==> config.mk <==
export PLATFORM = sky130hd
export DESIGN_NAME = pong_ball_ctrl
export DESIGN_NICKNAME = d
export VERILOG_FILES = /design/src/rtl/pong_ball_ctrl.sv
export SDC_FILE = /design/constraint.sdc
export NUM_CORES = 1
export LEC_CHECK = 0
export CAP_MARGIN = 20
export CORE_UTILIZATION = 50
export DETAILED_ROUTE_END_ITERATION = 10
export PLACE_DENSITY_LB_ADDON = 0.3
export SYNTH_ARGS = -nofsm -noshare
export SYNTH_HDL_FRONTEND = slang
export SYNTH_SLANG_ARGS = --single-unit
export TNS_END_PERCENT = 5
==> constraint.sdc <==
create_clock -name clk -period 2.45 [get_ports clk]
set_input_delay 0.49 -clock clk [delete_from_list [all_inputs] [get_ports clk]]
set_output_delay 0.49 -clock clk [all_outputs]
set_load 0.005 [all_outputs]
==> src/rtl/pong_ball_ctrl.sv <==
// Pong ball controller: move tick from the 100 Hz divider, ball motion, bounces, scoring, serve/game-over.
// Optional PONG_SPEEDUP_EN: every 4 paddle hits the step divisor shrinks by 1 (floor 1), restored in IDLE.
module pong_ball_ctrl #(
   parameter int X_MAX      = 79,
   parameter int Y_MAX      = 59,
   parameter int X_W        = 7,
   parameter int Y_W        = 6,
   parameter int PADDLE_H   = 8,
   parameter int STEP_DIV   = 4,
   parameter int HOLD_TICKS = 50,
   parameter int WIN_SCORE  = 9
) (
   input  logic           clk,
   input  logic           rst,
   input  logic           slow_clk,
   input  logic           serve,
   input  logic [Y_W-1:0] paddle_l_y,
   input  logic [Y_W-1:0] paddle_r_y,
   output logic [X_W-1:0] ball_x,
   output logic [Y_W-1:0] ball_y,
   output logic [3:0]     score_l,
   output logic [3:0]     score_r,
   output logic [1:0]     state,
   output logic           point_l,
   output logic           point_r
);

   typedef enum logic [1:0] {IDLE = 2'd0, PLAY = 2'd1, POINT = 2'd2, OVER = 2'd3} state_t;

   localparam int HW = (HOLD_TICKS > 1) ? $clog2(HOLD_TICKS) : 1;

   localparam logic [X_W-1:0] X_CTR  = X_W'(X_MAX / 2);
   localparam logic [X_W-1:0] X_LCHK = X_W'(1);
   localparam logic [X_W-1:0] X_LHIT = X_W'(2);
   localparam logic [X_W-1:0] X_RCHK = X_W'(X_MAX - 1);
   localparam logic [X_W-1:0] X_RHIT = X_W'(X_MAX - 2);
   localparam logic [Y_W-1:0] Y_CTR  = Y_W'(Y_MAX / 2);
   localparam logic [Y_W-1:0] Y_BOT  = Y_W'(Y_MAX);
   localparam logic [Y_W-1:0] Y_BOT1 = Y_W'(Y_MAX - 1);
   localparam logic [Y_W:0]   SPAN   = (Y_W + 1)'(PADDLE_H - 1);
   localparam logic [3:0]     WIN    = 4'(WIN_SCORE);
   localparam logic [3:0]     DIV0   = 4'(STEP_DIV);
   localparam logic [HW-1:0]  HLAST  = HW'(HOLD_TICKS - 1);

   state_t         st, st_n;
   logic           slow_clk_d, serve_d, tick, serve_p;
   logic           dx_left, dx_left_n, dy_up, dy_up_n;
   logic [X_W-1:0] x_n;
   logic [Y_W-1:0] y_n, y_mv;
   logic           up_mv;
   logic [3:0]     score_l_n, score_r_n, step_cnt, step_n;
   logic           point_l_n, point_r_n;
   logic [HW-1:0]  hold_cnt, hold_n;
   logic           hit_l, hit_r, paddle_hit, to_idle;

`ifdef PONG_SPEEDUP_EN
   logic [3:0] step_div, step_div_n;
   logic [1:0] hit_cnt, hit_cnt_n;
`else
   logic [3:0] step_div;
   assign step_div = DIV0;
`endif

   assign tick    = slow_clk & ~slow_clk_d;
   assign serve_p = serve & ~serve_d;
   assign state   = st;

   // Paddle span compared one bit wider so a paddle near the bottom cannot wrap.
   assign hit_l = ({1'b0, ball_y} >= {1'b0, paddle_l_y}) && ({1'b0, ball_y} <= {1'b0, paddle_l_y} + SPAN);
   assign hit_r = ({1'b0, ball_y} >= {1'b0, paddle_r_y}) && ({1'b0, ball_y} <= {1'b0, paddle_r_y} + SPAN);

   always_comb begin
      y_mv  = ball_y + Y_W'(1);
      up_mv = 1'b0;
      if (!dy_up && ball_y == Y_BOT) begin
         y_mv  = Y_BOT1;
         up_mv = 1'b1;
      end else if (dy_up && ball_y == '0) begin
         y_mv  = Y_W'(1);
         up_mv = 1'b0;
      end else if (dy_up) begin
         y_mv  = ball_y - Y_W'(1);
         up_mv = 1'b1;
      end
   end

   always_comb begin
      // NOTE: every next-state variable gets a default before the case, so no path can infer a latch.
      st_n       = st;
      x_n        = ball_x;
      y_n        = ball_y;
      dx_left_n  = dx_left;
      dy_up_n    = dy_up;
      score_l_n  = score_l;
      score_r_n  = score_r;
      point_l_n  = 1'b0;
      point_r_n  = 1'b0;
      step_n     = step_cnt;
      hold_n     = hold_cnt;
      paddle_hit = 1'b0;
      to_idle    = 1'b0;

      case (st)
         IDLE: begin
            x_n = X_CTR;
            y_n = Y_CTR;
            if (serve_p) begin
               st_n   = PLAY;
               step_n = '0;
            end
         end
         PLAY: begin
            if (tick) begin
               if (step_cnt != step_div - 4'd1) begin
                  step_n = step_cnt + 4'd1;
               end else begin
                  step_n = '0;
                  if (dx_left && ball_x == X_LCHK) begin
                     if (hit_l) begin
                        dx_left_n  = 1'b0;
                        x_n        = X_LHIT;
                        y_n        = y_mv;
                        dy_up_n    = up_mv;
                        paddle_hit = 1'b1;
                     end else begin
                        score_r_n = score_r + 4'd1;
                        point_r_n = 1'b1;
                        hold_n    = '0;
                        st_n      = POINT;
                        dx_left_n = 1'b0;
                        dy_up_n   = 1'b0;
                     end
                  end else if (!dx_left && ball_x == X_RCHK) begin
                     if (hit_r) begin
                        dx_left_n  = 1'b1;
                        x_n        = X_RHIT;
                        y_n        = y_mv;
                        dy_up_n    = up_mv;
                        paddle_hit = 1'b1;
                     end else begin
                        score_l_n = score_l + 4'd1;
                        point_l_n = 1'b1;
                        hold_n    = '0;
                        st_n      = POINT;
                        dx_left_n = 1'b1;
                        dy_up_n   = 1'b0;
                     end
                  end else begin
                     x_n     = dx_left ? ball_x - X_W'(1) : ball_x + X_W'(1);
                     y_n     = y_mv;
                     dy_up_n = up_mv;
                  end
               end
            end
         end
         POINT: begin
            if (score_l == WIN || score_r == WIN) begin
               st_n = OVER;
            end else if (tick) begin
               if (hold_cnt == HLAST) begin
                  st_n    = IDLE;
                  x_n     = X_CTR;
                  y_n     = Y_CTR;
                  to_idle = 1'b1;
               end else begin
                  hold_n = hold_cnt + HW'(1);
               end
            end
         end
         OVER: begin
            if (serve_p) begin
               score_l_n = '0;
               score_r_n = '0;
               x_n       = X_CTR;
               y_n       = Y_CTR;
               dx_left_n = 1'b0;
               dy_up_n   = 1'b0;
               st_n      = IDLE;
               to_idle   = 1'b1;
            end
         end
         default: st_n = IDLE;
      endcase
   end

`ifdef PONG_SPEEDUP_EN
   always_comb begin
      step_div_n = step_div;
      hit_cnt_n  = hit_cnt;
      if (to_idle) begin
         step_div_n = DIV0;
         hit_cnt_n  = '0;
      end else if (paddle_hit) begin
         hit_cnt_n = hit_cnt + 2'd1;
         if (hit_cnt == 2'd3 && step_div > 4'd1) step_div_n = step_div - 4'd1;
      end
   end

   always_ff @(posedge clk or posedge rst) begin
      if (rst) begin
         step_div <= DIV0;
         hit_cnt  <= '0;
      end else begin
         step_div <= step_div_n;
         hit_cnt  <= hit_cnt_n;
      end
   end
`endif

   always_ff @(posedge clk or posedge rst) begin
      // NOTE: state registers use non-blocking assignments so every flop samples pre-edge values.
      if (rst) begin
         st         <= IDLE;
         slow_clk_d <= 1'b0;
         serve_d    <= 1'b0;
         ball_x     <= X_CTR;
         ball_y     <= Y_CTR;
         dx_left    <= 1'b0;
         dy_up      <= 1'b0;
         score_l    <= '0;
         score_r    <= '0;
         point_l    <= 1'b0;
         point_r    <= 1'b0;
         step_cnt   <= '0;
         hold_cnt   <= '0;
      end else begin
         st         <= st_n;
         slow_clk_d <= slow_clk;
         serve_d    <= serve;
         ball_x     <= x_n;
         ball_y     <= y_n;
         dx_left    <= dx_left_n;
         dy_up      <= dy_up_n;
         score_l    <= score_l_n;
         score_r    <= score_r_n;
         point_l    <= point_l_n;
         point_r    <= point_r_n;
         step_cnt   <= step_n;
         hold_cnt   <= hold_n;
      end
   end

   logic unused_ok;
   assign unused_ok = paddle_hit | to_idle;

endmodule

# After elaboration in Yosys (flattened, before gate mapping)
# Cells that the tools add are included.
# word_totals
output_inout_bits,25
reg_bits,39
inputBits,16
# op_classes
mux,90
eq_ne,30
reduce_logical,22
n_bitwise,4
add_sub_neg,10
magnitude_cmp,4
# ops
operator,count
6-bit 2-to-1 mux,22
7-bit 2-to-1 mux,11
4-bit 2-to-1 mux,12
7-bit case mux with 4 select lines,1
"2-bit inequality test, second input constant",13
1-bit 2-to-1 mux,25
4-bit case mux with 2 select lines,3
6-bit case mux with 4 select lines,1
2-bit 2-to-1 mux,11
"3-bit inequality test, second input constant",6
9-bit AND reduction,2
"6-bit by 3-bit adder with 7-bit output, second input constant",2
6-bit by 7-bit <= comparator with 1-bit output,2
"4-bit by 1-bit adder with 4-bit output, second input constant",3
"6-bit by 1-bit adder with 6-bit output, second input constant",2
"6-bit == test, second input constant",2
6-bit greater-or-equal comparator,2
6-bit case mux with 2 select lines,1
"4-bit == test, second input constant",2
2-bit case mux with 4 select lines,1
8-bit AND reduction,1
"7-bit by 1-bit adder with 7-bit output, second input constant",1
"7-bit by 1-bit == test with 1-bit output, second input constant",1
"7-bit == test, second input constant",1
other kinds (20),32

# Longest topological paths before layout
# Gate-level depths: netlist of the first run.
# depth
ltp_word,10
mapped_depth,13
depth_no_buf,13

# Worst setup path after synthesis of the first run
# OpenSTA, ideal clock, no wires.
# synth_path
path_kind,input port to flip-flop
start,input port paddle_l_y[3]
end,register hold_cnt[2]
arrival_ns,2.559
setup_slack_ns,-0.233
setup_ns,0.124
t_required_ns,2.326
stages,11
path_cell_list,inv_1 > or3_1 > xnor2_1 > ha_1 > and4_1 > nand3_1 > o221ai_1 > o32a_4 > nand2_4 > o21ai_4 > a211o_1
# synth_between
elab_chain_cells,5
word_cells_on_any_way,6
cone_classes,1 x add/sub; 2 x order compare; 1 x eq/ne; 2 x reduce/logical
# synth_lines
element,line_no,source
"start, declared",17,"input logic [Y_W-1:0] paddle_l_y,"
6-bit by 3-bit adder with 7-bit output,69,"assign hit_l = ({1'b0, ball_y} >= {1'b0, paddle_l_y}) && ({1'b0, ball_y} <= {1'b0, paddle_l_y} + SPAN);"
6-bit by 7-bit <= comparator with 1-bit output,69,
1-bit logical AND *,69,
3-bit inequality test (no line) *,--,
9-bit AND reduction (no line) *,--,
"end signal, assigned",239,hold_cnt <= hold_n;
"end, declared",53,"logic [HW-1:0] hold_cnt, hold_n;"
# Mark *: on every way between the ends. The rest lies on a longest branch, timed or not.
# A chain may end at the register's enable or synchronous reset.

# Final worst setup path of the first run
# layout_path
start,input port paddle_r_y[0]
end,register score_l[3]
# layout_between
elab_chain_cells,5
word_cells_on_any_way,6
cone_classes,1 x add/sub; 2 x order compare; 1 x eq/ne; 2 x reduce/logical
# layout_lines
element,line_no,source
"start, declared",18,"input logic [Y_W-1:0] paddle_r_y,"
6-bit by 3-bit adder with 7-bit output,70,"assign hit_r = ({1'b0, ball_y} >= {1'b0, paddle_r_y}) && ({1'b0, ball_y} <= {1'b0, paddle_r_y} + SPAN);"
6-bit by 7-bit <= comparator with 1-bit output,70,
1-bit logical AND *,70,
2-bit inequality test (no line) *,--,
7-bit AND reduction (no line) *,--,
"end signal, assigned",234,score_l <= score_l_n;
"end, declared",21,"output logic [3:0] score_l,"
# Marked as above.

==> results.json, run 1 <==
{
  "status": "finished with violations",
  "violations": "negative setup slack",
  "vdd.ir_drop.worst_v": 0.000457,
  "die_w_microns": 82.0,
  "crit_path_start_kind": "primary input",
  "crit_buf_inv": 3,
  "place_hpwl_microns": 6010,
  "syn_area_sq_um": 3200,
  "whs_ns": 0.519,
  "p_per_area_nw_per_um2": 513,
  "synth_edf_count": 0,
  "core_area_sq_um": 6060,
  "gp_congestion": 0.837,
  "max_stage_delay_ns": 0.34,
  "rows": 28,
  "fin_cells": 533,
  "maxCapViolations": 0,
  "fmax_ghz": 0.390,
  "critical_path_arrival_ns": 2.72,
  "vias_per_cell": 5.77,
  "die_area_sq_um": 6730,
  "synth-seq-cells": 39,
  "synth.yosys.seq_area_share_pct": 30.8,
  "fin_crit_ns": 2.56,
  "synth_ff_type": "dfrtp_1",
  "cts_buffers": 5,
  "drv_slew": 0,
  "insertion_delay_ns": 0.28,
  "drcViolationCount": 0,
  "relSlewSlack_pct": 49.2,
  "dr.pass1.iters": 4,
  "critPathRequiredTime_ns": 2.61,
  "cts_buffer_depth": 2,
  "hold_violations": 0,
  "worst_slew_pin_slew_ns": 0.762,
  "dpl.cell_count": 509,
  "mostFrequentLayoutCell": "buf_4",
  "cp_top_family": "compound AO/OA/AOI/OAI gates",
  "ios": 41,
  "leakage_uw": 0.00203,
  "synth_nets": 412,
  "setup_violations": 13,
  "grt_start_max_net_pins": 40,
  "wl_microns": 8440,
  "htreeDepth": 2,
  "track_usage_pct": 26.8,
  "area.growth.synth_to_final_pct": 38.3,
  "timing.final.crit_share_pct": 105,
  "via_count": 3078,
  "crit_path_cell_trace": "buf_8 -> inv_4 -> ha_4 -> nor2b_4 -> nor2_2 -> xnor2_1 -> ha_1 -> nand2_1 -> o22ai_2 -> a211o_1 -> buf_6 -> a211oi_4 -> nand4_1 -> xor2_1 -> nor2_1",
  "ant_nets": 0,
  "path_clk_slew_ns": 0.08,
  "yosysUniqueCellTypes": 62,
  "ys_warn_count": 0,
  "grt_setup_unrepaired": "true",
  "initial_core_util_pct": 52.8,
  "grt-ovfl-total": 0,
  "cts_tree": "yes",
  "clkSinkCount": 39,
  "drive_gt1_share_pct": 29.7,
  "place.port_buffers": 40,
  "cts-root-buf": "clkbuf_8",
  "layout_setup_ws_ns": -0.113,
  "worstSetupEndpointType": "flip-flop",
  "path_max_fanout": 3,
  "grt_pass1_vias": 3035,
  "critPathKind": "primary input to flip-flop",
  "async_reset_ff_share_pct": 100,
  "n_antenna_cell": 0,
  "drt-initial-drc-count": 176,
  "antenna_found_initial": 0,
  "fin_skew_ns": 0.00598,
  "synth_cells": 354,
  "layout.nets": 515,
  "grt_pass1_wl_microns": 13900,
  "syn_area_per_cell_sq_um": 9.04,
  "avgRoutedWirePerCell_microns": 15.8,
  "holdCritPathClass": "flip-flop to flip-flop",
  "critical-path-slowest-cell": "a211o_1",
  "die_y_microns": 82.0,
  "final_cell_mix": "57 x buf_4, 39 x ha_1, 31 x dfrtp_1, 28 x clkdlybuf4s50_1, 26 x nor2_1"
}
-- sequential cells by signal (all words and copies together), names as in the netlist, 2 cells and up --
signal	flops
step_cnt	4
state	2
score_r	4
ball_x	7
hold_cnt	6
score_l	4
ball_y	6
-- layout make-up --
| type | instances | area [sq um] |
|---|---|---|
| Multi-Input combinational cell | 284 | 2260 |
| Fill cell | 403 | 1630 |
| Sequential cell | 39 | 986 |
| Timing Repair Buffer | 100 | 867 |
| Inverter | 27 | 116 |
| Clock buffer | 7 | 96.3 |
| Tap cell | 75 | 93.8 |
| Clock inverter | 1 | 7.51 |
-- path summary, 6_finish.rpt --
path | startpoint | slack [ns] | cells after the start | endpoint
worst min-delay path | ball_x[5] | 0.52 | 2 | ball_x[5]
max in group asynchronous | rst | 1.46 | 3 | ball_x[1]
worst max register to register | ball_y[0] | -0.02 | 10 | score_l[3]
worst min register to register | ball_x[5] | 0.52 | 2 | ball_x[5]
min in group asynchronous | rst | 0.62 | 3 | dy_up
worst max-delay path | paddle_r_y[0] | -0.11 | 15 | score_l[3]
-- report_power, final --
part	total [uW]	internal (uW)	leakage (uW)	switching (uW)
clock network	475	256	0.0000505	219
logic	932	439	0.00149	492
registers	866	734	0.000486	132
total	2270	1430	0.00203	844
-- layer usage --
metal / GRT usage (%) / share of wire, %
met1: 35.7 / 46
met2: 43.1 / 49
met3: 4.78 / 3.7
met4: 10.4 / 1.6
met5: 0 / 0
-- metrics by stage --
step           total power, uW  util (%)  setup slack (ns)  area, sq um  TNS (ns)
2_1_floorplan             1380         -            -0.135         3230     -1.52
3_3_place_gp              1650      66.5            -0.822         4030    -23.23
3_5_place_dp              1700      66.5            -0.854         4030    -24.34
4_1_cts                   2240      71.5           -0.0371         4330    -0.177
5_1_grt                   2410      73.1            -0.206         4430     -2.20
6_report                  2270      73.1            -0.113         4430    -0.458
-- synthesized netlist by cell type (2+ instances only) --
library cell   n  area share [%]
o22ai_1        6             1.2
a211oi_1       2            0.47
a21o_1         7             1.6
nand2_1       23             2.7
and3_1         4            0.78
or3_1          3            0.59
o21a_1         3            0.70
a21oi_1       14             2.2
nor2_1        29             3.4
o211ai_1       2            0.47
nand3b_1       4            0.94
nand2b_1       7             1.4
inv_1         27             3.2
o221ai_1       2            0.55
and2_1         3            0.59
nor3b_1        4            0.94
ha_1          41              16
nor4_1         3            0.59
o21ai_0       23             3.6
nor3_1         8             1.3
dfrtp_1       31              24
mux2i_1        2            0.63
nand3_1       16             2.5
xnor2_1       10             2.7
o31ai_1        8             1.9
or2_2          2            0.39
nand4_1        5            0.98
a21boi_0       2            0.47
o22a_1         5             1.4
nor2b_1        5            0.98
clkbuf_1       2            0.23
dfstp_2        8             6.6
o32a_1         2            0.63
a211o_1        3            0.82
a21o_2         2            0.55
xor2_1         5             1.4
o2bb2ai_1      3            0.82
a31oi_1        3            0.59
and4b_1        2            0.63
-- logic make-up (layout without fill, tap and decap cells) --
kind of cell	count (synthesis)	in the layout	share of synthesized area (%)
compound gates	94	95	20.9
simple gates	129	129	22.4
mux	3	3	1.09
flops	39	39	30.8
buf+inv	32	135	4.10
xor+xnor	15	15	4.10
fa+ha+maj	42	42	16.6
-- tightest hold or removal path, stage by stage, from the launching register on --
cell,delay (ns)
dfstp_2,0.40
o31ai_2,0.06
o21ai_1,0.06
-- repair_timing --
item                                    in CTS  in global routing
pin swaps                                   29                 35
resized for setup                           84                 19
cloned                                       1                  0
buffers inserted                            12                  3
endpoints found under the setup margin      32                 30
endpoints found under the hold margin        0                  0
hold buffers                                 0                  0
(Power assumes the default switching activity.)
==> inputs of run 2 (changes only) <==
--- a/config.mk
+++ b/config.mk
@@ -7,6 +7,7 @@
 export LEC_CHECK = 0
 export CAP_MARGIN = 20
 export CORE_UTILIZATION = 50
+export CTS_CLUSTER_SIZE = 14
 export DETAILED_ROUTE_END_ITERATION = 10
 export PLACE_DENSITY_LB_ADDON = 0.3
 export SYNTH_ARGS = -nofsm -noshare
==> constraint.sdc (replaced) <==
create_clock -name clk -period 2.19 [get_ports clk]
set_input_delay 0.438 -clock clk [delete_from_list [all_inputs] [get_ports clk]]
set_output_delay 0.438 -clock clk [all_outputs]
set_load 0.005 [all_outputs]
==> run 2 against run 1 <==
The run still ends with negative setup slack left. Global-route usage up 0.32 points. Hold slack lost 0.012 ns. Core utilization fell by 0.78 points. Final cell count up 0.75%. First-iteration DRC count down 11%. Sequential power grew 9.4%. Die area stayed put. Critical path depth is 3 lower. Flip-flop and latch count unchanged. Sequential share of layout area rose by 0.24 points. Clock skew shrank 0.0031 ns. Critical path type unchanged. Critical endpoint is now hold_cnt[2]. Count of clock-buffer cells in the layout stayed put.
==> results.json, run 2 (same netlist as run 1, synthesis figures left out) <==
{
  "clkSinkCount": 39,
  "insertion_delay_ns": 0.29,
  "fmax_ghz": 0.397,
  "cts_buffer_depth": 2,
  "worstHoldStart": "ball_x[5]",
  "finish.instance_area_sq_um": 4380,
  "hold_end": "ball_x[5]",
  "setup_violations": 30,
  "grt_start_max_net_pins": 40,
  "critical-path-slowest-cell": "o32a_4",
  "rows": 28,
  "top_register": "ball_x",
  "initial_core_util_pct": 52.8,
  "place_hpwl_microns": 6370,
  "grt_pass1_vias": 3092,
  "cp_top_family": "compound AO/OA/AOI/OAI gates",
  "dr.pass1.iters": 4,
  "worst_slew_pin_slew_ns": 0.692,
  "cts_tree": "yes",
  "fin_cells": 537,
  "holdCritPathClass": "flip-flop to flip-flop",
  "crit_path_cell_trace": "buf_8 -> nor3_4 -> or3_4 -> xnor2_2 -> ha_1 -> and4_1 -> nand3_2 -> o221ai_2 -> o32a_4 -> nand2_8 -> o21ai_4 -> a211o_1",
  "fin_crit_ns": 2.52,
  "whs_path_depth": 2,
  "final_cell_mix": "65 x buf_4, 39 x ha_1, 31 x dfrtp_1, 28 x clkdlybuf4s50_1, 26 x nor2_1",
  "drv_slew": 0,
  "max_stage_delay_ns": 0.46,
  "layout.nets": 519,
  "timing.final.crit_share_pct": 115,
  "die_y_microns": 82.0,
  "area.growth.synth_to_final_pct": 36.9,
  "p_per_area_nw_per_um2": 570,
  "hold_buffers": 0,
  "grt_setup_unrepaired": "true",
  "avgRoutedWirePerCell_microns": 15.8,
  "status": "finished with violations",
  "path_max_fanout": 6,
  "gp_congestion": 0.879,
  "hold_violations": 0,
  "worstSetupEndpointType": "flip-flop",
  "die_area_sq_um": 6730,
  "drcViolationCount": 0,
  "track_usage_pct": 27.2,
  "antenna_found_initial": 0,
  "grt-ovfl-total": 0,
  "dpl.cell_count": 523,
  "maxCapViolations": 0,
  "core_area_sq_um": 6060,
  "drive_gt1_share_pct": 28.8,
  "leakage_uw": 0.00201,
  "final_util_pct": 72.3,
  "critical_path_arrival_ns": 2.70,
  "rrSetupSlack_ns": -0.20,
  "reg_top3": "ball_x x7, ball_y x6, hold_cnt x6",
  "mostFrequentLayoutCell": "buf_4",
  "largest_reg_flops": 7,
  "fin_skew_ns": 0.00288,
  "vdd.ir_drop.worst_v": 0.000637,
  "drt-initial-drc-count": 156,
  "crit_path_start_kind": "primary input",
  "ios": 41,
  "r2r-end": "hold_cnt[2]",
  "reg2reg_depth": 9,
  "grt_pass1_wl_microns": 13900,
  "cts-root-buf": "clkbuf_8",
  "path_clk_slew_ns": 0.07,
  "reg2reg_from": "ball_y[0]",
  "htreeDepth": 2,
  "critPathRequiredTime_ns": 2.38,
  "layout_setup_ws_ns": -0.326,
  "place.port_buffers": 40,
  "vias_per_cell": 5.86,
  "ant_nets": 0,
  "path_depth": 12,
  "post_dp_cell_area_sq_um": 4130,
  "crit_buf_inv": 1,
  "violations": "negative setup slack",
  "n_antenna_cell": 0,
  "die_w_microns": 82.0,
  "critPathKind": "primary input to flip-flop",
  "cts_buffers": 5,
  "wl_microns": 8480,
  "via_count": 3145,
  "relSlewSlack_pct": 53.9
}
-- run 2: changes by cell type in the layout (fill, tap and decap cells not counted), moves of 2 or more --
cell	change
buf_4	+8
a21oi_2	-2
nor3_2	+2
clkbuf_1	+2
nor3_4	-2
inv_1	+2
inv_4	-2
clkbuf_8	-2
buf_6	-6
-- run 2: layout make-up --
class / instances / area (sq um)
clock buffers: 7 / 76.3
fillers: 446 / 1680
clock inverters: 1 / 5.00
well taps: 75 / 93.8
repair buffers: 104 / 880
flip-flops and latches: 39 / 986
multi-input cells: 284 / 2230
inverters: 27 / 111
-- run 2: worst max path at each step --
stage,startpoint,to,slack [ns]
final,paddle_l_y[1],hold_cnt[2],-0.33
after global routing,paddle_l_y[1],hold_cnt[5],-0.40
after CTS,paddle_l_y[0],hold_cnt[2],-0.31
after detailed placement,paddle_l_y[4],ball_y[0],-1.11
after global placement,paddle_l_y[4],ball_y[0],-1.01
after floorplan,paddle_l_y[4],hold_cnt[2],-0.34
-- run 2: worst reg2reg max path: stages, from the launching register on --
cell,delay (ns)
dfstp_2,0.55
inv_1,0.10
ha_1,0.30
and4_1,0.23
nand3_2,0.08
o221ai_2,0.09
o32a_4,0.46
nand2_8,0.13
o21ai_4,0.09
a211o_1,0.26
-- run 2: power breakdown --
part           total (uW)  leakage (uW)  internal [uW]  switching, uW
Sequential            947      0.000486            821            126
Combinational        1080       0.00148            509            569
Clock                 473     0.0000422            224            250
-- run 2: stage by stage --
step	power, uW	worst slack (ns)	setup TNS [ns]	hold slack [ns]
final	2500	-0.326	-6.89	0.507
after detailed placement	1940	-1.11	-32.15	0.514
after global placement	1890	-1.01	-29.38	0.496
after CTS	2450	-0.311	-5.82	0.511
after global routing	2660	-0.398	-9.27	0.517
after floorplan	1550	-0.343	-7.44	0.468
-- run 2: timing repair --
| action | CTS | global route |
|---|---|---|
| setup buffers | 3 | 2 |
| gates resized for setup | 75 | 13 |
| cloned | 1 | 0 |
| setup endpoints to repair | 32 | 31 |
| pin swaps | 34 | 24 |
-- run 2: routing by layer --
metal  wire (microns)  track usage, %  vias up  part of all wire [%]
li1                 -               -     1516                     -
met1             3780            35.1     1524                    45
met2             4180            45.9       86                    49
met3              370            4.67       19                   4.4
met4              155            8.60        0                   1.8
met5                0               0        -                     0
==> inputs of run 3 (changes only) <==
--- a/config.mk
+++ b/config.mk
@@ -9,6 +9,7 @@
 export CORE_UTILIZATION = 50
 export CTS_CLUSTER_SIZE = 14
 export DETAILED_ROUTE_END_ITERATION = 10
+export MAX_ROUTING_LAYER = met4
 export PLACE_DENSITY_LB_ADDON = 0.3
 export SYNTH_ARGS = -nofsm -noshare
 export SYNTH_HDL_FRONTEND = slang
==> run 3 against run 2 <==
The run still ends with negative setup slack left. Non-clock buffer count unchanged. Count of clock-buffer cells in the layout unchanged. Wire length decreased by 0.32%. Power decreased by 0.26%. Register-to-register slack about the same. Combinational power about the same. Final cell count unchanged.
==> results.json, run 3 (same netlist as run 1, synthesis figures left out) <==
{
  "timing.final.crit_share_pct": 115,
  "avgRoutedWirePerCell_microns": 15.7,
  "holdCritPathClass": "flip-flop to flip-flop",
  "ios": 41,
  "grt-ovfl-total": 0,
  "worstSetupEndpointType": "flip-flop",
  "path_clk_slew_ns": 0.07,
  "clkSinkCount": 39,
  "grt_pass1_wl_microns": 13900,
  "cts-root-buf": "clkbuf_8",
  "top_register": "ball_x",
  "relSlewSlack_pct": 52.5,
  "mostFrequentLayoutCell": "buf_4",
  "critPathRequiredTime_ns": 2.37,
  "fin_crit_ns": 2.52,
  "dp_slack_ns": -1.11,
  "htreeDepth": 2,
  "critPathKind": "primary input to flip-flop",
  "antenna_found_initial": 0,
  "vias_per_cell": 5.86,
  "vdd.ir_drop.worst_v": 0.000635,
  "hold_violations": 0,
  "drt-initial-drc-count": 147,
  "p_per_area_nw_per_um2": 569,
  "layout.nets": 519,
  "rows": 28,
  "crit_buf_inv": 1,
  "via_count": 3148,
  "power_uw": 2490,
  "reg_top3": "ball_x x7, ball_y x6, hold_cnt x6",
  "dr.pass1.iters": 4,
  "crit_path_start_kind": "primary input",
  "fmax_ghz": 0.397,
  "die_w_microns": 82.0,
  "max_stage_delay_ns": 0.46,
  "die_y_microns": 82.0,
  "gp_congestion": 0.894,
  "track_usage_pct": 27.8,
  "setup_violations": 30,
  "n_antenna_cell": 0,
  "grt_start_max_net_pins": 40,
  "status": "finished with violations",
  "maxCapViolations": 0,
  "place_hpwl_microns": 6370,
  "place.port_buffers": 40,
  "worst_slew_pin_slew_ns": 0.712,
  "hold_buffers": 0,
  "cts_buffer_depth": 2,
  "wl_microns": 8450,
  "drv_slew": 0,
  "path_max_fanout": 6,
  "setup_tns_ns": -7.01,
  "fin_skew_ns": 0.00227,
  "cp_top_family": "compound AO/OA/AOI/OAI gates",
  "grt_pass1_vias": 3092,
  "core_area_sq_um": 6060,
  "critical_path_arrival_ns": 2.70,
  "drcViolationCount": 0,
  "critical-path-slowest-cell": "o32a_4",
  "leakage_uw": 0.00201,
  "cts_buffers": 5,
  "largest_reg_flops": 7,
  "drive_gt1_share_pct": 28.8,
  "cts_tree": "yes",
  "area.growth.synth_to_final_pct": 36.9,
  "fillers": 446,
  "ant_nets": 0,
  "whs_ns": 0.508,
  "insertion_delay_ns": 0.29,
  "grt_setup_unrepaired": "true",
  "die_area_sq_um": 6730,
  "final_cell_mix": "65 x buf_4, 39 x ha_1, 31 x dfrtp_1, 28 x clkdlybuf4s50_1, 26 x nor2_1",
  "initial_core_util_pct": 52.8,
  "violations": "negative setup slack",
  "layout_setup_ws_ns": -0.330,
  "crit_path_cell_trace": "buf_8 -> nor3_4 -> or3_4 -> xnor2_2 -> ha_1 -> and4_1 -> nand3_2 -> o221ai_2 -> o32a_4 -> nand2_8 -> o21ai_4 -> a211o_1",
  "final_util_pct": 72.3
}
==> run 3: power breakdown <==
part	leakage, uW	internal (uW)	switching, uW
combinational	0.00148	510	569
sequential	0.000486	821	122
clock	0.0000422	224	247
==> run 3: final cells by class <==
cell class	count	area (sq um)	area share (%)
multi-input combinational	284	2230	50.9
sequential	39	986	22.5
timing repair buffer	104	880	20.1
inverter	27	111	2.54
tap	75	93.8	2.14
clock buffer	7	76.3	1.74
clock inverter	1	5.00	0.114
==> run 3: layer usage <==
layer / GRT usage, % / share of wire [%] / vias up
met5: - / 0 / -
met4: 9.65 / 2.0 / 0
met3: 3.33 / 4.0 / 20
met2: 46.0 / 49 / 88
met1: 34.9 / 45 / 1527
li1: - / - / 1513
==> run 3: stage by stage <==
step | cells | cell area [sq um]
after floorplan | 354 | 3230
after global placement | 523 | 4130
after detailed placement | 523 | 4130
after CTS | 535 | 4310
after global routing | 537 | 4380
final | 537 | 4380
==> run 3: path summary, 6_finish.rpt <==
path / start / endpoint / slack [ns] / cells past startpoint
hold reg to reg: ball_x[5] / ball_x[5] / 0.51 / 2
setup reg to reg: ball_y[0] / hold_cnt[5] / -0.20 / 9
hold / removal: ball_x[5] / ball_x[5] / 0.51 / 2
min in group asynchronous: rst / dy_up / 0.56 / 3
setup / recovery: paddle_l_y[1] / hold_cnt[5] / -0.33 / 12
max in group asynchronous: rst / ball_x[0] / 1.27 / 3
==> run 3: what timing repair did <==
| item | in CTS | in global routing |
|---|---|---|
| gates cloned | 1 | 0 |
| endpoints found under the setup margin | 32 | 31 |
| gates resized for setup | 75 | 13 |
| setup buffers | 3 | 2 |
| pin swaps | 34 | 24 |
==> run 3: worst min-delay path: cells and delay by family (launching register included) <==
family | cells | cell delay (ns)
AOI/OAI and AO/OA | 2 | 0.11
DFF | 1 | 0.40
